[config.mk]
export PLATFORM = sky130hd
export DESIGN_NAME = cv32e40p_alu_ft_reconfig_ctrl
export DESIGN_NICKNAME = d
export VERILOG_FILES = /design/src/rtl/cv32e40p_alu_ft_reconfig_ctrl.sv
export SDC_FILE = /design/constraint.sdc
export NUM_CORES = 1
export LEC_CHECK = 0
export ABC_AREA = 1
export BUFFER_PORTS_ARGS = -buffer_cell sky130_fd_sc_hd__buf_2
export CORE_ASPECT_RATIO = 0.9
export CORE_MARGIN = 2
export CORE_UTILIZATION = 45
export CTS_BUF_LIST = sky130_fd_sc_hd__clkbuf_8
export CTS_CLUSTER_SIZE = 30
export DETAILED_ROUTE_END_ITERATION = 10
export GPL_ROUTABILITY_DRIVEN = 0
export PLACE_DENSITY = 0.75
export SLEW_MARGIN = 20
export SYNTH_ARGS = -nofsm -noshare
export SYNTH_HDL_FRONTEND = slang
export SYNTH_SLANG_ARGS = --single-unit
[constraint.sdc]
create_clock -name clk -period 2 [get_ports clk]
set_input_delay 0.4 -clock clk [delete_from_list [all_inputs] [get_ports clk]]
set_output_delay 0.4 -clock clk [all_outputs]
set_load 0.02 [all_outputs]
[src/rtl/cv32e40p_alu_ft_reconfig_ctrl.sv]
// Reconfiguration controller for the fault-tolerant ALU: attributes voter errors to replicas,
// retires faulty replicas onto the ALU3 spare. Optional counter decay: CV32E40P_FT_ERR_DECAY_EN.
module cv32e40p_alu_ft_reconfig_ctrl #(
    parameter int unsigned ERR_THRESH   = 8,
    parameter int unsigned CNT_W        = 4,
    parameter int unsigned DECAY_PERIOD = 256
) (
    input  logic       clk,
    input  logic       rst_n,
    input  logic       alu_enable_i,
    input  logic       ex_ready_i,
    input  logic       alu_ready_i,
    input  logic [2:0] err_detected_i,
    output logic [2:0] sel_mux_ex_o,
    output logic [3:0] clock_en_o,
    output logic [3:0] permanent_faulty_o,
    output logic [3:0] perf_trigger_o,
    output logic       err_uncorrectable_o,
    output logic       degraded_o,
    output logic       fatal_o
);

    typedef enum logic [1:0] {StNormal, StSwapPend, StDegraded, StFatal} state_t;

    localparam logic [CNT_W-1:0] CntMax  = {CNT_W{1'b1}};
    localparam logic [CNT_W-1:0] CntPreTh = CNT_W'(ERR_THRESH - 1);

    if (ERR_THRESH == 0 || ERR_THRESH > (2 ** CNT_W) - 1 || DECAY_PERIOD < 2) begin : gen_bad_cfg
        $error("invalid ERR_THRESH/CNT_W/DECAY_PERIOD");
    end

    state_t            state_q;
    logic [1:0]        victim_q;
    logic [CNT_W-1:0]  cnt_q [4];
    logic [CNT_W-1:0]  cnt_d [4];
    logic [3:0]        inc_vec, dec_vec, fault_new;
    logic              valid, single, multi;
    logic [1:0]        slot, phys;

    assign valid  = alu_enable_i & ex_ready_i;
    assign single = valid & (err_detected_i == 3'b001 || err_detected_i == 3'b010 ||
                             err_detected_i == 3'b100);
    assign multi  = valid & ((err_detected_i[0] & err_detected_i[1]) |
                             (err_detected_i[0] & err_detected_i[2]) |
                             (err_detected_i[1] & err_detected_i[2]));
    assign slot   = err_detected_i[1] ? 2'd1 : (err_detected_i[2] ? 2'd2 : 2'd0);
    assign phys   = sel_mux_ex_o[slot] ? slot : 2'd3;

`ifdef CV32E40P_FT_ERR_DECAY_EN
    localparam int unsigned DecW = $clog2(DECAY_PERIOD);
    logic [DecW-1:0] decay_q;
    logic            decay_tick;

    assign decay_tick = (decay_q == DecW'(DECAY_PERIOD - 1));

    always_ff @(posedge clk or negedge rst_n) begin
        if (!rst_n) decay_q <= '0;
        else        decay_q <= decay_tick ? '0 : decay_q + 1'b1;
    end

    always_comb begin
        for (int r = 0; r < 4; r++) begin
            dec_vec[r] = decay_tick & (cnt_q[r] != '0) & ~permanent_faulty_o[r];
        end
    end
`else
    assign dec_vec = 4'b0000;
`endif

    // Faulty replicas are frozen; a simultaneous increment and decay cancel out.
    always_comb begin
        for (int r = 0; r < 4; r++) begin
            inc_vec[r]   = single & (phys == 2'(r)) & ~permanent_faulty_o[r];
            cnt_d[r]     = cnt_q[r];
            fault_new[r] = 1'b0;
            if (inc_vec[r] && !dec_vec[r]) begin
                if (cnt_q[r] != CntMax) cnt_d[r] = cnt_q[r] + 1'b1;
                fault_new[r] = (cnt_q[r] == CntPreTh);
            end else if (dec_vec[r] && !inc_vec[r]) begin
                cnt_d[r] = cnt_q[r] - 1'b1;
            end
        end
    end

    always_ff @(posedge clk or negedge rst_n) begin
        if (!rst_n) begin
            for (int r = 0; r < 4; r++) cnt_q[r] <= '0;
        end else begin
            for (int r = 0; r < 4; r++) cnt_q[r] <= cnt_d[r];
        end
    end

    always_ff @(posedge clk or negedge rst_n) begin
        if (!rst_n) begin
            state_q             <= StNormal;
            victim_q            <= 2'd0;
            sel_mux_ex_o        <= 3'b111;
            clock_en_o          <= 4'b0111;
            permanent_faulty_o  <= 4'b0000;
            perf_trigger_o      <= 4'b0000;
            err_uncorrectable_o <= 1'b0;
            degraded_o          <= 1'b0;
            fatal_o             <= 1'b0;
        end else begin
            permanent_faulty_o  <= permanent_faulty_o | fault_new;
            perf_trigger_o      <= fault_new;
            err_uncorrectable_o <= multi;
            unique case (state_q)
                StNormal: begin
                    if (|fault_new[2:0]) begin
                        state_q  <= StSwapPend;
                        victim_q <= fault_new[1] ? 2'd1 : (fault_new[2] ? 2'd2 : 2'd0);
                    end
                end
                StSwapPend: begin
                    // A second fault before the swap leaves no spare for it.
                    if (|fault_new) begin
                        state_q <= StFatal;
                        fatal_o <= 1'b1;
                    end else if (alu_ready_i) begin
                        state_q                <= StDegraded;
                        sel_mux_ex_o[victim_q] <= 1'b0;
                        clock_en_o             <= 4'b1111 & ~(4'b0001 << victim_q);
                        degraded_o             <= 1'b1;
                    end
                end
                StDegraded: begin
                    if (|fault_new) begin
                        state_q <= StFatal;
                        fatal_o <= 1'b1;
                    end
                end
                StFatal: ;
                default: state_q <= StFatal;
            endcase
        end
    end

endmodule
==> impl_results.md <==
* Status: complete, no violations
* Fin. Hold Viols at 0
* Postcts setup bufs at 0
* Post-CTS sizing at 0
* Gr usage total at between 10% and 20%
* Final Util at between 50% and 60%
* Max-slew headroom at 63.7%
* Logic pwr share at under 10%
* Clock Latency Late Sink at between 0.2 and 0.3 ns
* Number of synthesized flops with an enable pin at 0
* Cell internal pwr at 1.19 mW
* Slew @ Worst Pin at around 0.54 ns
* Clock power frac at around 44%
* Worst setup margin at 0.272 ns
* Req. time, crit path at around 2.2 ns
* Post-route ant nets at 0
* Pleak at around 1.2 nW
* Crit Path Max Fanout at 12
* H-tree depth at 2
* Vias in the first global route at approximately 1.3k
* Via count at roughly 1.4k
* Seq/Total Area, Yosys at 47.8%
* Critical Path Sink Type: register
* Ys Warns at 0
* Core area at between 4000 and 5000 um2
* CP Launch Type: register
* Asr flop ratio synth at 100%
* Initial core utilization at a little under half
* # port buffers at 25
* Nets at 256
* Setup TNS at 0 ns
* Layout cells sized above 1 at 30.7%
* Maximum vdd drop at slightly below 300 uV
* Num Clock Sinks at 38
* P per Cell Area at roughly 640 nW/um2
* Fin crit period at 1.73 ns
* Flop pwr share at between 50 and 60%
* Cell family with the largest share of critical-path delay: simple AND/OR/NAND/NOR gates
* Finish-stage setup viols at 0
* Vias per cell at 4.67
* Die area at about 5000 um2
* Final hold slack at between 0.1 and 0.15 ns
* Overflow after GRT at 0
* Switching part of the total at around a fifth
* Ant. Diodes at 0
* Most frequent cells in the layout: nand2_1 (37), inv_1 (33), dfrtp_1 (32)
* CP max-delay cell: dfrtp_1
* CTS tree: done
* Synthesized instance count at between 200 and 250
* Overall Power at ~1.5 mW
* Final instance count without filler cells at ~300
* Initial DRC count at 43
* Worst path cell trace: ha_1 > and3b_1 > nand4_2 > nand2_4 > nor2_8 > nand3_4 > o21a_1
* Num rows at 23
* I/O pin count at 26
* Root Driver: clkbuf_8
* Synth Net Count at 224
* Synth Flop Type: dfrtp_1
* CTS Buffer Depth at 2
* Inst Count DP at just under 300
* Netlist cell types at 36
* Kind of critical path: reg2reg
* Worst slack, placed at about 0.25 ns
* Wirelength per Cell at between 10 and 15 um
* Crit path DAT at approximately 2 ns
* Max_cap viols at 0
* Worst-path clk slew at ~0.080 ns
* Area growth syn-to-layout at 15.3%
* Worst Hold Class: in2async
* Crit path buf inv count at 0
* Mean area per synthesized cell at ~9.6 um2
* Die W at around 74 um
* Period utilization at 86.4%
* Worst Clk Skew at 0.0143 ns
* Design area at roughly 2300 um2
* Largest net degree at the start of global routing at 39
* Routed WL at about 3.2 mm
* Height of the chip at a little under 70 um
* CP peak stage delay at about 0.42 ns
* Residual DRC count at 0
* Commonest non-fill, non-tap cell in the layout: nand2_1
* RSZ-0062 raised after global routing: false
* Initial antenna violation count at 0
* Placed cell area at 2200 um2
* Sw Pwr at 0.296 mW
* First-pass GRT wire length at 5.62 mm
* Hold_buf cts at 0
* Dpl hpwl at 2.50 mm
* Mapped Area at between 2000 and 2500 um2
* Final slew viol count at 0
* Total clock buffers created by CTS at 5
* DR pass1 iterations at 4
* Highest Clock Rate at approximately 0.58 GHz
* Number of synthesized register bits at 38
[synth_stat cells (5+ instances only)]
master | count | area, um2
o21ai_0 | 5 | 25.0
ha_1 | 8 | 100
dfrtp_1 | 32 | 801
nand2_2 | 5 | 31.3
nand3_1 | 7 | 35.0
o21ai_1 | 7 | 35.0
nor2_1 | 11 | 41.3
nand2_1 | 37 | 139
inv_1 | 32 | 120
a21oi_1 | 5 | 25.0
dfstp_2 | 6 | 158
nand4_1 | 5 | 31.3
[layer usage]
metal,vias to the layer above,routed length (um),track usage [%],share of wire [%]
met5,-,0,0,0
met4,0,42,5.36,1.3
met3,5,141,4.18,4.4
met2,24,1500,23.0,46
met1,656,1550,19.8,48
li1,731,-,-,-
[cells by family (layout without fill, tap and decap cells)]
logic type	Yosys count	after routing	share of synthesized area (%)
AO/OA/AOI/OAI	26	26	8.29
XOR/XNOR	5	5	2.18
adder cells (fa/ha/maj)	8	8	4.99
buffers and inverters	36	69	7.54
flip-flops	38	38	47.8
multiplexers	2	2	1.12
AND/OR/NAND/NOR	93	93	28.1
[power groups by stage]
stage / clock network, mW / logic (mW) / registers, mW
finish: 0.658 / 0.0548 / 0.770
floorplan: 0 / 0.0248 / 0.785
CTS: 0.682 / 0.0563 / 0.769
global route: 0.711 / 0.0625 / 0.769
global placement: 0 / 0.0558 / 0.784
detailed placement: 0 / 0.0561 / 0.784
[cell type report]
type | instances | area, um2
Inverter | 35 | 131
Multi-Input combinational cell | 134 | 897
Clock inverter | 2 | 33.8
Tap cell | 62 | 77.6
Fill cell | 405 | 2060
Clock buffer | 6 | 82.6
Timing Repair Buffer | 26 | 133
Sequential cell | 38 | 958
[final timing paths]
kind	slack (ns)	start	depth (start not counted)	end
worst max-delay path	0.27	cnt_q[12]$_DFFE_PN0P_	7	sel_mux_ex_o[2]$_DFFE_PN1P_
worst min-delay path	0.14	rst_n	2	cnt_q[3]$_DFFE_PN0P_
worst max register to register	0.27	cnt_q[12]$_DFFE_PN0P_	7	sel_mux_ex_o[2]$_DFFE_PN1P_
worst min register to register	0.47	degraded_o$_DFFE_PN0P_	2	degraded_o$_DFFE_PN0P_
max in group asynchronous	1.50	rst_n	2	clock_en_o[0]$_DFFE_PN1P_
min in group clk	0.41	err_detected_i[2]	3	err_uncorrectable_o$_DFF_PN0_
[flip-flops by register name, indices dropped and copies added, names as in the netlist]
signal and flops:
cnt_q 16, clock_en_o 4, perf_trigger_o 4, permanent_faulty_o 4, sel_mux_ex_o 3, state_q 2
victim_q 2, degraded_o 1, err_uncorrectable_o 1, fatal_o 1
No activity file was read; power rests on OpenSTA's default activity.
